==> src/rtl/image_pipe_pkg.sv <==
// Shared types and widths for the image pipeline frame sequencer.
package image_pipe_pkg;

  typedef enum logic [1:0] {IDLE, WAIT_VS, ARM, ACTIVE} state_t;

  localparam int FRAME_CNT_W = 16;
  localparam int TIMEOUT_W   = 24;

endpackage

==> src/rtl/frame_geom_checker.sv <==
// Pixel/line counters for an admitted frame; emits single-cycle geometry error pulses.
module frame_geom_checker #(
  parameter int IMG_HDISP = 640,
  parameter int IMG_VDISP = 480,
  parameter int CNT_W     = 12
) (
  input  logic             clk,
  input  logic             rst_n,
  input  logic             active,
  input  logic             arm,
  input  logic             hr_d,
  input  logic             ck_d,
  input  logic             hr_fall,
  input  logic             vs_rise,
  output logic [CNT_W-1:0] line_cnt,
  output logic             hsize_err,
  output logic             vsize_err
);

  localparam logic [CNT_W-1:0] CNT_MAX = '1;
  localparam logic [CNT_W-1:0] HD      = CNT_W'(IMG_HDISP);
  localparam logic [CNT_W-1:0] VD      = CNT_W'(IMG_VDISP);

  logic [CNT_W-1:0] pix_cnt;
  logic             line_end;

  // A line cut short by vsync is dropped rather than checked.
  assign line_end  = active & hr_fall & ~vs_rise;
  assign hsize_err = line_end & ((pix_cnt != HD) | (pix_cnt == CNT_MAX));
  assign vsize_err = active & vs_rise & ((line_cnt != VD) | (line_cnt == CNT_MAX));

  always_ff @(posedge clk or negedge rst_n) begin
    if (!rst_n) begin
      pix_cnt  <= '0;
      line_cnt <= '0;
    end else if (arm) begin
      pix_cnt  <= '0;
      line_cnt <= '0;
    end else if (active) begin
      if (line_end) begin
        pix_cnt <= '0;
        if (line_cnt != CNT_MAX) line_cnt <= line_cnt + 1'b1;
      end else if (hr_d && ck_d && pix_cnt != CNT_MAX) begin
        pix_cnt <= pix_cnt + 1'b1;
      end
    end
  end

endmodule

==> src/rtl/image_pipe_frame_ctrl.sv <==
// Whole-frame admission sequencer: gates vsync/href/clken and reports frame status.
// Optional watchdog built when IMAGE_PIPE_FRAME_TIMEOUT_EN is defined.
module image_pipe_frame_ctrl
  import image_pipe_pkg::*;
#(
  parameter int                   IMG_HDISP   = 640,
  parameter int                   IMG_VDISP   = 480,
  parameter int                   CNT_W       = 12,
  parameter logic [TIMEOUT_W-1:0] TIMEOUT_CYC = 24'd8_000_000
) (
  input  logic                   clk,
  input  logic                   rst_n,
  input  logic                   per_frame_vsync,
  input  logic                   per_frame_href,
  input  logic                   per_frame_clken,
  input  logic                   cfg_enable,
  input  logic                   err_clr,
  output logic                   proc_frame_vsync,
  output logic                   proc_frame_href,
  output logic                   proc_frame_clken,
  output logic                   frame_active,
  output logic                   frame_done,
  output logic [FRAME_CNT_W-1:0] frame_cnt,
  output logic [CNT_W-1:0]       line_cnt,
  output logic                   err_hsize,
  output logic                   err_vsize,
  output logic                   err_timeout
);

  state_t state, state_nxt;
  logic   vs_d, hr_d, ck_d, vs_q, hr_q;
  logic   vs_rise, vs_fall, hr_fall;
  logic   in_arm, in_active, timeout, frame_end;
  logic   hsize_err, vsize_err;

  always_ff @(posedge clk or negedge rst_n) begin
    if (!rst_n) begin
      vs_d <= 1'b0;
      hr_d <= 1'b0;
      ck_d <= 1'b0;
      vs_q <= 1'b0;
      hr_q <= 1'b0;
    end else begin
      vs_d <= per_frame_vsync;
      hr_d <= per_frame_href;
      ck_d <= per_frame_clken;
      vs_q <= vs_d;
      hr_q <= hr_d;
    end
  end

  assign vs_rise   = vs_d & ~vs_q;
  assign vs_fall   = ~vs_d & vs_q;
  assign hr_fall   = ~hr_d & hr_q;
  assign in_arm    = (state == ARM);
  assign in_active = (state == ACTIVE);

`ifdef IMAGE_PIPE_FRAME_TIMEOUT_EN
  logic [TIMEOUT_W-1:0] wdog;

  assign timeout = (in_arm | in_active) & (wdog == TIMEOUT_CYC);

  always_ff @(posedge clk or negedge rst_n) begin
    if (!rst_n) begin
      wdog        <= '0;
      err_timeout <= 1'b0;
    end else begin
      if (!(in_arm || in_active) || vs_rise || vs_fall || timeout) wdog <= '0;
      else                                                        wdog <= wdog + 1'b1;
      err_timeout <= timeout | (err_timeout & ~err_clr);
    end
  end
`else
  assign timeout     = 1'b0;
  assign err_timeout = 1'b0;
`endif

  always_ff @(posedge clk or negedge rst_n) begin
    if (!rst_n) state <= IDLE;
    else        state <= state_nxt;
  end

  always_comb begin
    state_nxt = state;
    frame_end = 1'b0;
    case (state)
      IDLE:    if (cfg_enable) state_nxt = WAIT_VS;
      WAIT_VS: begin
        if (!cfg_enable)  state_nxt = IDLE;
        else if (vs_rise) state_nxt = ARM;
      end
      ARM: begin
        if (timeout)      state_nxt = WAIT_VS;
        else if (vs_fall) state_nxt = ACTIVE;
      end
      ACTIVE: begin
        if (timeout) begin
          state_nxt = WAIT_VS;
        end else if (vs_rise) begin
          frame_end = 1'b1;
          state_nxt = cfg_enable ? ARM : IDLE;
        end
      end
      default: state_nxt = IDLE;
    endcase
  end

  // Gated outputs: one cycle behind the raw inputs, href cut on frame end.
  assign proc_frame_vsync = vs_d & (in_arm | in_active) & ~timeout;
  assign proc_frame_href  = hr_d & in_active & ~vs_rise & ~timeout;
  assign proc_frame_clken = ck_d & in_active & ~timeout;
  assign frame_active     = in_active;

  frame_geom_checker #(
    .IMG_HDISP (IMG_HDISP),
    .IMG_VDISP (IMG_VDISP),
    .CNT_W     (CNT_W)
  ) u_geom (
    .clk       (clk),
    .rst_n     (rst_n),
    .active    (in_active),
    .arm       (in_arm),
    .hr_d      (hr_d),
    .ck_d      (ck_d),
    .hr_fall   (hr_fall),
    .vs_rise   (vs_rise),
    .line_cnt  (line_cnt),
    .hsize_err (hsize_err),
    .vsize_err (vsize_err)
  );

  // A new error outranks a simultaneous clear.
  always_ff @(posedge clk or negedge rst_n) begin
    if (!rst_n) begin
      frame_done <= 1'b0;
      frame_cnt  <= '0;
      err_hsize  <= 1'b0;
      err_vsize  <= 1'b0;
    end else begin
      frame_done <= frame_end;
      if (frame_end) frame_cnt <= frame_cnt + 1'b1;
      err_hsize  <= hsize_err | (err_hsize & ~err_clr);
      err_vsize  <= vsize_err | (err_vsize & ~err_clr);
    end
  end

endmodule

==> config.mk <==
export PLATFORM = sky130hd
export DESIGN_NAME = image_pipe_frame_ctrl
export DESIGN_NICKNAME = d
export VERILOG_FILES = /design/src/rtl/image_pipe_pkg.sv /design/src/rtl/frame_geom_checker.sv /design/src/rtl/image_pipe_frame_ctrl.sv
export SDC_FILE = /design/constraint.sdc
export NUM_CORES = 1
export LEC_CHECK = 0
export BUFFER_PORTS_ARGS = -buffer_cell sky130_fd_sc_hd__buf_2
export CAP_MARGIN = 20
export CORE_MARGIN = 3
export CORE_UTILIZATION = 56
export DETAILED_ROUTE_END_ITERATION = 8
export PLACE_DENSITY = 0.82
export SYNTH_ARGS = -nofsm -noshare
export SYNTH_HDL_FRONTEND = slang
export SYNTH_SLANG_ARGS = --single-unit
export TNS_END_PERCENT = 50
==> constraint.sdc <==
create_clock -name clk -period 1.98 [get_ports clk]
set_input_delay 0.099 -clock clk [delete_from_list [all_inputs] [get_ports clk]]
set_output_delay 0.099 -clock clk [all_outputs]
set_load 0.02 [all_outputs]
==> impl_results.md, run 1 <==
* Largest net degree at the start of global routing at 51
* WL final at around 6000 um
* Setup crit end kind: flip-flop
* DP Cell Count at 358
* Iter 0 DRT Violations at around 130
* Clk root buf: clkbuf_8
* Outcome: complete, no violations
* Synth warn at 0
* Cell taking the most area after synthesis: dfrtp_1
* Unrepaired setup endpoints after global routing: no
* DR WL/cell at approximately 16 um
* Row cnt at 24
* TritonRoute pass-1 iters at 4
* Max FO, Critical Path at 8
* Top-level port count at 43
* Fin Hold WS at between 40 and 50 ps
* Area share of the largest cell type after synthesis at 48.01%
* Clock Sink Count at 50
* Top cells by area, synth: dfrtp_1 48%, nor2_1 2.9%, xor2_1 2.7%
* Syn Nets at 276
* Clock share of power at between 20 and 25%
* Synth Flop Type: dfrtp_1
* Commonest non-fill, non-tap cell in the layout: dfrtp_1
* Initial antenna violation count at 0
* ANT nets after route at 0
* H-Tree Depth at 2
* CP required at between 2000 and 2500 ps
* Grt total ovfl at 0
* Die height at between 70 and 80 um
* Slowest stage delay, CP at 430 ps
* Dpl hpwl at 4116 um
* Clk Latency, worst-skew pair at around 300 ps
* Overall power at ~2.9 mW
* Slew Limit Fails at 0
* Average size of a mapped cell at a little under 10 um2
* Seq/Total Area, Yosys at 48.01%
* Yosys cell types at 55
* EDFF count, synth at 0
* VDD IR max at roughly 0.80 mV
* TritonCTS clock tree: built
* Post-Layout Cell Count at between 300 and 400
* Vias in the first global route at around 2100
* First-pass GRT wire length at 9735 um
* Starting density of the core at between 50% and 60%
* Port-buffer cells at 41
* CTS Buf Count at 5
* Final nets at around 330
* Core Area at approximately 4400 um2
* Max Clock Freq at between 500 and 600 MHz
* Pint at 1.853 mW
* Bufs on Longest Clock Path at 2
* FFs w/ async S/R, synth at 100.0%
* Crit Path Class: reg -> reg
* Normalized max-slew margin at 58.67%
* FILL cells at approximately 350
* DR vias at around 2300
* Post-synthesis cell area at approximately 2600 um2
* Combinational power share at between 30 and 40%
* Most frequent cells in the layout: 49 x dfrtp_1, 41 x buf_2, 20 x nor2_1
* Vias per inst at approximately 6.2
* Max_cap viols at 0
* Hold Vio Cnt, Final at 0
* Worst-Margin Slew at slightly above 600 ps
* Setup-failing EPs final at 0
* Fin crit share at a little over nine tenths
* Hold Crit Class: in -> reg
* Post-route DRC violation count at 0
* Worst path slowest cell: dfrtp_1
* Leakage at around 1.4 nW
* RePlAce Congestion at about 0.87
* Cell Pwr Density at just over 900 nW/um2
* Minimum clock period at between 1500 and 2000 ps
* Worst path cell trace: ha_1 -> nand4_1 -> o31ai_4 -> buf_4 -> mux2i_1 -> nor2_1
* Clk_skew at around 4 ps
* Total GRT Usage at between 20 and 25%
* NetSw at between 1 and 1.5 mW
* Switching share of power at 35.64%
* CP Data Arrival Time at between 2000 and 2500 ps
* N_diodes at 0
* Setup_tns at 0 ps
* Yosys reg bits at 50
* CP startpoint kind: flip-flop
* Layout cells sized above 1 at 23.90%
* Area delta synth->final at 18.15%
* Mapped Cells at 264
* Chip Width at 74.22 um
* Clock transition at the registers of the reported paths at approximately 90 ps
* Flop pwr share at approximately 45%
* Die area at about 5500 um2
## layout make-up
type / instances / area, um2 / area share, %
clock inverters: 1 / 30.03 / 0.9752
inverters: 12 / 45.04 / 1.463
flip-flops and latches: 50 / 1252 / 40.67
well taps: 52 / 65.06 / 2.113
multi-input cells: 189 / 1260 / 40.92
clock buffers: 7 / 76.32 / 2.479
repair buffers: 59 / 350.3 / 11.38
## per-layer routing
layer | share of wire, % | GRT usage [%] | vias to the layer above | wire, um
li1 | - | - | 1077 | -
met1 | 46 | 32.09 | 1120 | 2762
met2 | 46 | 35.93 | 90 | 2776
met3 | 6.5 | 5.000 | 6 | 386
met4 | 0.77 | 7.115 | 0 | 46
met5 | 0 | 0 | - | 0
## synthesized netlist by cell type (2+ instances only)
library cell  count
xor2_1            8
nor3_1           13
o31ai_1           6
a41oi_1           2
and3_1            6
a21boi_0          3
or4_1             3
nor4b_1           3
o21ai_0           7
or2_2             2
nor2_1           20
o211ai_1          3
nand4_1           9
buf_2             3
a21oi_1           9
mux2i_1           2
xnor2_1           7
a22o_1            2
clkbuf_2          2
nand2_1          17
dfrtp_1          50
nand2b_1          3
mux2_2            6
a31oi_1           2
o311ai_0          2
nor4_1            9
inv_1            11
nand3_1          13
o41ai_1           2
ha_1              5
clkbuf_1          7
and4_1            4
## state kept, by name (all words and copies together), names as in the netlist, named ones only
register,flops
state,1
frame_done,1
err_hsize,1
err_vsize,1
hr_d,1
vs_d,1
frame_cnt,16
u_geom.line_cnt,12
hr_q,1
vs_q,1
ck_d,1
u_geom.pix_cnt,12
## per-stage QoR
stage	instance area (um2)	utilization, %	setup WS, ps
detailed placement	2923	66.21	129.8
finish	3079	69.76	90.43
CTS	3069	69.53	64.22
global route	3079	69.76	6.187
floorplan	2606	-	162.6
global placement	2923	66.21	165.7
## power groups by stage
stage	Clock [mW]	Combinational (mW)	Sequential, mW
floorplan	0	0.462	1.35
global placement	0	0.846	1.30
detailed placement	0	0.869	1.31
CTS	0.726	0.882	1.29
global route	0.754	0.972	1.32
finish	0.699	0.883	1.30
## worst paths after layout
kind,end,cells past startpoint,slack (ps),start
setup reg to reg,u_geom.pix_cnt[1],6,90,u_geom.pix_cnt[0]
min in group asynchronous,frame_cnt[15],3,450,rst_n
hold reg to reg,vs_q,0,430,vs_d
setup / recovery,u_geom.pix_cnt[1],6,90,u_geom.pix_cnt[0]
max in group asynchronous,async pin,3,1090,rst_n
hold / removal,flip-flop,2,40,cfg_enable
## critical path, delay by kind of cell (launching register included)
family / cells / cell delay [ps]
AND/OR/NAND/NOR: 2 / 300
AO/OA/AOI/OAI: 1 / 390
buffers and inverters: 1 / 220
multiplexers: 1 / 200
flip-flops: 1 / 430
adder cells (fa/ha/maj): 1 / 220
## kinds of logic after synthesis
logic type / Yosys count / share of synthesized area (%)
AO/OA/AOI/OAI: 48 / 13.25
multiplexers: 8 / 3.360
buffers and inverters: 25 / 3.985
adder cells (fa/ha/maj): 5 / 2.400
AND/OR/NAND/NOR: 112 / 23.81
flip-flops: 50 / 48.01
XOR/XNOR: 15 / 5.041
other: 1 / 0.1439
## repair_timing
item | 4_1_cts | 5_1_grt
gates resized for setup | 0 | 2
endpoints found under the setup margin | 0 | 6
hold buffers | 4 | 0
hold endpoints to repair | 53 | 0
setup buffers | 0 | 0
No activity file was read; power rests on OpenSTA's default activity.
==> inputs of run 2 (changes only) <==
--- a/config.mk
+++ b/config.mk
@@ -5,12 +5,13 @@
 export SDC_FILE = /design/constraint.sdc
 export NUM_CORES = 1
 export LEC_CHECK = 0
+export ABC_AREA = 1
 export BUFFER_PORTS_ARGS = -buffer_cell sky130_fd_sc_hd__buf_2
 export CAP_MARGIN = 20
 export CORE_MARGIN = 3
-export CORE_UTILIZATION = 56
+export CORE_UTILIZATION = 57
 export DETAILED_ROUTE_END_ITERATION = 8
-export PLACE_DENSITY = 0.82
+export PLACE_DENSITY = 0.83
 export SYNTH_ARGS = -nofsm -noshare
 export SYNTH_HDL_FRONTEND = slang
 export SYNTH_SLANG_ARGS = --single-unit
==> run 2 against run 1 <==
Net effect: cell area grew 10%; setup slack gained 300 ps; global-route usage grew 0.37 points; combinational power grew 30%; clock skew is essentially flat; first-iteration DRC count grew 32%; area after synthesis grew 14%; critical endpoint is now frame_cnt[11].
==> impl_results.md, run 2 <==
* Outcome: complete, no violations
* Setup-failing EPs final at 0 (unchanged)
* Register area at 1251 um2 (about the same)
* GR met3 Demand/Resource at 4.587% (-0.41 points)
* H-Tree Depth at 2 (unchanged)
* Count leader, synth: nand2_1
* Final Core Density at 69.44% (-0.32 points)
* Initial antenna violation count at 0 (unchanged)
* EDFF count, synth at 0 (unchanged)
* Setup Buffers After CTS at 0 (unchanged)
* Unrepaired setup endpoints after global routing: no
* Top reg by flops: frame_cnt
* Synth warn at 0 (unchanged)
* Register-to-Register Path Depth at 8 (+2)
* TritonCTS clock tree: built
* Vias per inst at 5.076 (-18%)
* Port-buffer cells at 41 (unchanged)
* Cell Pwr Density at 951.0 nW/um2 (+1.7%)
* Pint at 1.904 mW (+2.8%)
* First-pass GRT wire length at 11520 um (+18%)
* Setup crit end kind: flip-flop
* Largest net degree at the start of global routing at 27 (-47%)
* Bufs on Longest Clock Path at 2 (unchanged)
* Dpl hpwl at 4688 um (+14%)
* Layout cells sized above 1 at 15.32% (-8.6 points)
* Chip Width at 78.10 um (+5.2%)
* Max_cap viols at 0 (unchanged)
* VDD IR max at 0.7733 mV (-3.2%)
* DR WL/cell at 11.89 um (-26%)
* Max Clock Freq at 627.8 MHz (+19%)
* Iter 0 DRT Violations at 165 (+32%)
* Yosys reg bits at 50 (unchanged)
* Crit Path Class: reg -> reg
* Area of the multi-input gates at 1470 um2 (+17%)
* Most frequent cells in the layout: 145 x nand2_1, 65 x nor2_1, 50 x dfrtp_1
* R2R Setup Slk at 390 ps (+300 ps)
* Top cells by area, synth: dfrtp_1 42%, nand2_1 18%, nor2_1 8.2%
* Post-route DRC violation count at 0 (unchanged)
* Switching share of power at 40.90% (+5.3 points)
* Slew Limit Fails at 0 (unchanged)
* CP Data Arrival Time at 1800 ps (-270 ps)
* Worst-Margin Slew at 587.8 ps (-16.52 ps)
* Normalized max-slew margin at 60.81% (+2.1 points)
* Max reg flops at 16 (unchanged)
* CP required at 2190 ps (+30 ps)
* Worst R2R Start: vs_q
* GRT busiest layer: met2
* Post-synthesis cell area at 2963 um2 (+14%)
* Combinational power share at 35.6% (+4.9 points)
* CTS Buf Count at 5 (unchanged)
* FFs w/ async S/R, synth at 100.0% (unchanged)
* Clock transition at the registers of the reported paths at 90 ps (about the same)
* Met2 Track Usage GR at 39.38% (+3.5 points)
* Fin crit share at 80.45% (-15 points)
* Clock share of power at 22.7% (-1.6 points)
* Hold Vio Cnt, Final at 0 (unchanged)
* Synth Flop Type: dfrtp_1
* Clk_skew at 3.473 ps (-0.4709 ps)
* Area delta synth->final at 14.36%
* CP startpoint kind: flip-flop
* Clk root buf: clkbuf_8
* Critical Path End: frame_cnt[11]
* Total GRT Usage at 23.30% (+0.37 points)
* Cell taking the most area after synthesis: dfrtp_1
* Top-level port count at 43 (unchanged)
* Commonest non-fill, non-tap cell in the layout: nand2_1
* Flop pwr share at 41.7% (-3.3 points)
* Starting density of the core at 60.72% (+1.7 points)
* TritonRoute pass-1 iters at 4 (unchanged)
* Final nets at 481 (+46%)
* Die area at 6099 um2 (+11%)
* Syn Nets at 431 (+56%)
* Leakage at 1.800 nW (+26%)
* Seq/Total Area, Yosys at 42.23% (-5.8 points)
* DR vias at 2726 (+19%)
* Max FO, Critical Path at 7 (-1)
* N_diodes at 0 (unchanged)
* Crit path from: vs_q
* Reg2Reg Capture Point: frame_cnt[11]
* Minimum clock period at 1593 ps (-296.6 ps)
* WL final at 6384 um (+6.9%)
* Hold Crit Class: in -> reg
* Core Area at 4880 um2 (+11%)
* Grt total ovfl at 0 (unchanged)
* FILL cells at 412 (+19%)
* Grt met1 use at 30.61% (-1.5 points)
* Top Registers: frame_cnt x16, u_geom.line_cnt x12, u_geom.pix_cnt x12
* Commonest cells post-synth: 145 x nand2_1, 65 x nor2_1, 50 x dfrtp_1, 47 x inv_1, 30 x nand3_1
* Mapped Cells at 419 (+59%)
* Setup_tns at 0 ps (unchanged)
* Clock Sink Count at 50 (unchanged)
* Average size of a mapped cell at 7.071 um2 (-28%)
* RePlAce Congestion at 0.8797 (+0.95%)
* Yosys cell types at 31 (-44%)
* NetSw at 1.318 mW (+28%)
* Area share of the largest cell type after synthesis at 42.23% (-5.8 points)
* Min-Delay Path Depth at 3 (+1)
* ANT nets after route at 0 (unchanged)
* Die height at 78.10 um (+5.2%)
* Clk Latency, worst-skew pair at 310 ps (about the same)
* Vias in the first global route at 2532 (+23%)
* Row cnt at 25 (+4.2%)
## run 2: changes by cell type after synthesis, moves of 5 or more
cell	before	now
nor2_1	20	65
nor3_1	13	2
clkbuf_1	7	1
o31ai_1	6	0
a21oi_1	9	4
nand3_1	13	30
inv_1	11	47
nand2_1	17	145
mux2_2	6	0
and3_1	6	0
nor4_1	9	0
o21ai_1	0	10
## run 2: how the worst min path moves through the flow
stage,from,endpoint,slack [ps]
2_1_floorplan,rst_n,async pin,-200
3_3_place_gp,rst_n,u_geom.line_cnt[8],140
3_5_place_dp,rst_n,frame_cnt[0],130
4_1_cts,cfg_enable,flip-flop,20
5_1_grt,cfg_enable,flip-flop,40
6_report,cfg_enable,flip-flop,40
## run 2: layout make-up
type | instances | share of cell area (%)
clock buffer | 6 | 2.142
clock inverter | 2 | 1.108
inverter | 52 | 5.835
multi-input combinational | 311 | 43.39
sequential | 50 | 36.93
tap | 67 | 2.474
timing repair buffer | 49 | 8.124
## run 2: metrics by stage
step           cell area [um2]  setup slack [ps]  power [mW]  instances  hold WS, ps
6_report                  3388             387.0       3.222        537        37.30
5_1_grt                   3388             161.6       3.460        537        37.50
4_1_cts                   3388             363.0       3.242        537        20.26
3_5_place_dp              3238             392.8       2.503        525        133.6
3_3_place_gp              3238             417.8       2.461        525        138.3
2_1_floorplan             2963             463.1       2.192        419       -196.6
## run 2: timing repair
action / 4_1_cts / 5_1_grt
resized for setup: 0 / 0
hold buffers: 4 / 0
hold endpoints to repair: 27 / 0
## run 2: power groups by stage
stage | Sequential (mW) | Clock, mW | Combinational (mW)
floorplan | 1.44 | 0 | 0.751
detailed placement | 1.36 | 0 | 1.14
finish | 1.34 | 0.730 | 1.15
global placement | 1.36 | 0 | 1.11
global route | 1.38 | 0.800 | 1.28
CTS | 1.34 | 0.748 | 1.15
## run 2: worst max-delay path, stage by stage (launching register included)
cell,delay [ps]
dfrtp_1,370
inv_1,70
nand2_1,130
nor2_2,310
inv_2,120
nor2_4,130
nand3_1,140
o21ai_1,150
nand2_1,60
## run 2: logic make-up (layout without fill, tap and decap cells)
family,after synthesis,count (layout),share of synthesized area [%]
compound gates,27,27,4.857
xor+xnor,12,12,3.548
fa+ha+maj,5,5,2.111
buf+inv,58,109,8.150
flops,50,50,42.23
other cells,1,1,0.1266
simple gates,266,266,38.98
## run 2: routing by layer
layer  routed length [um]  part of all wire, %
met1                 2979                   47
met2                 3040                   48
met3                  276                  4.3
met4                   88                  1.4
met5                    0                    0
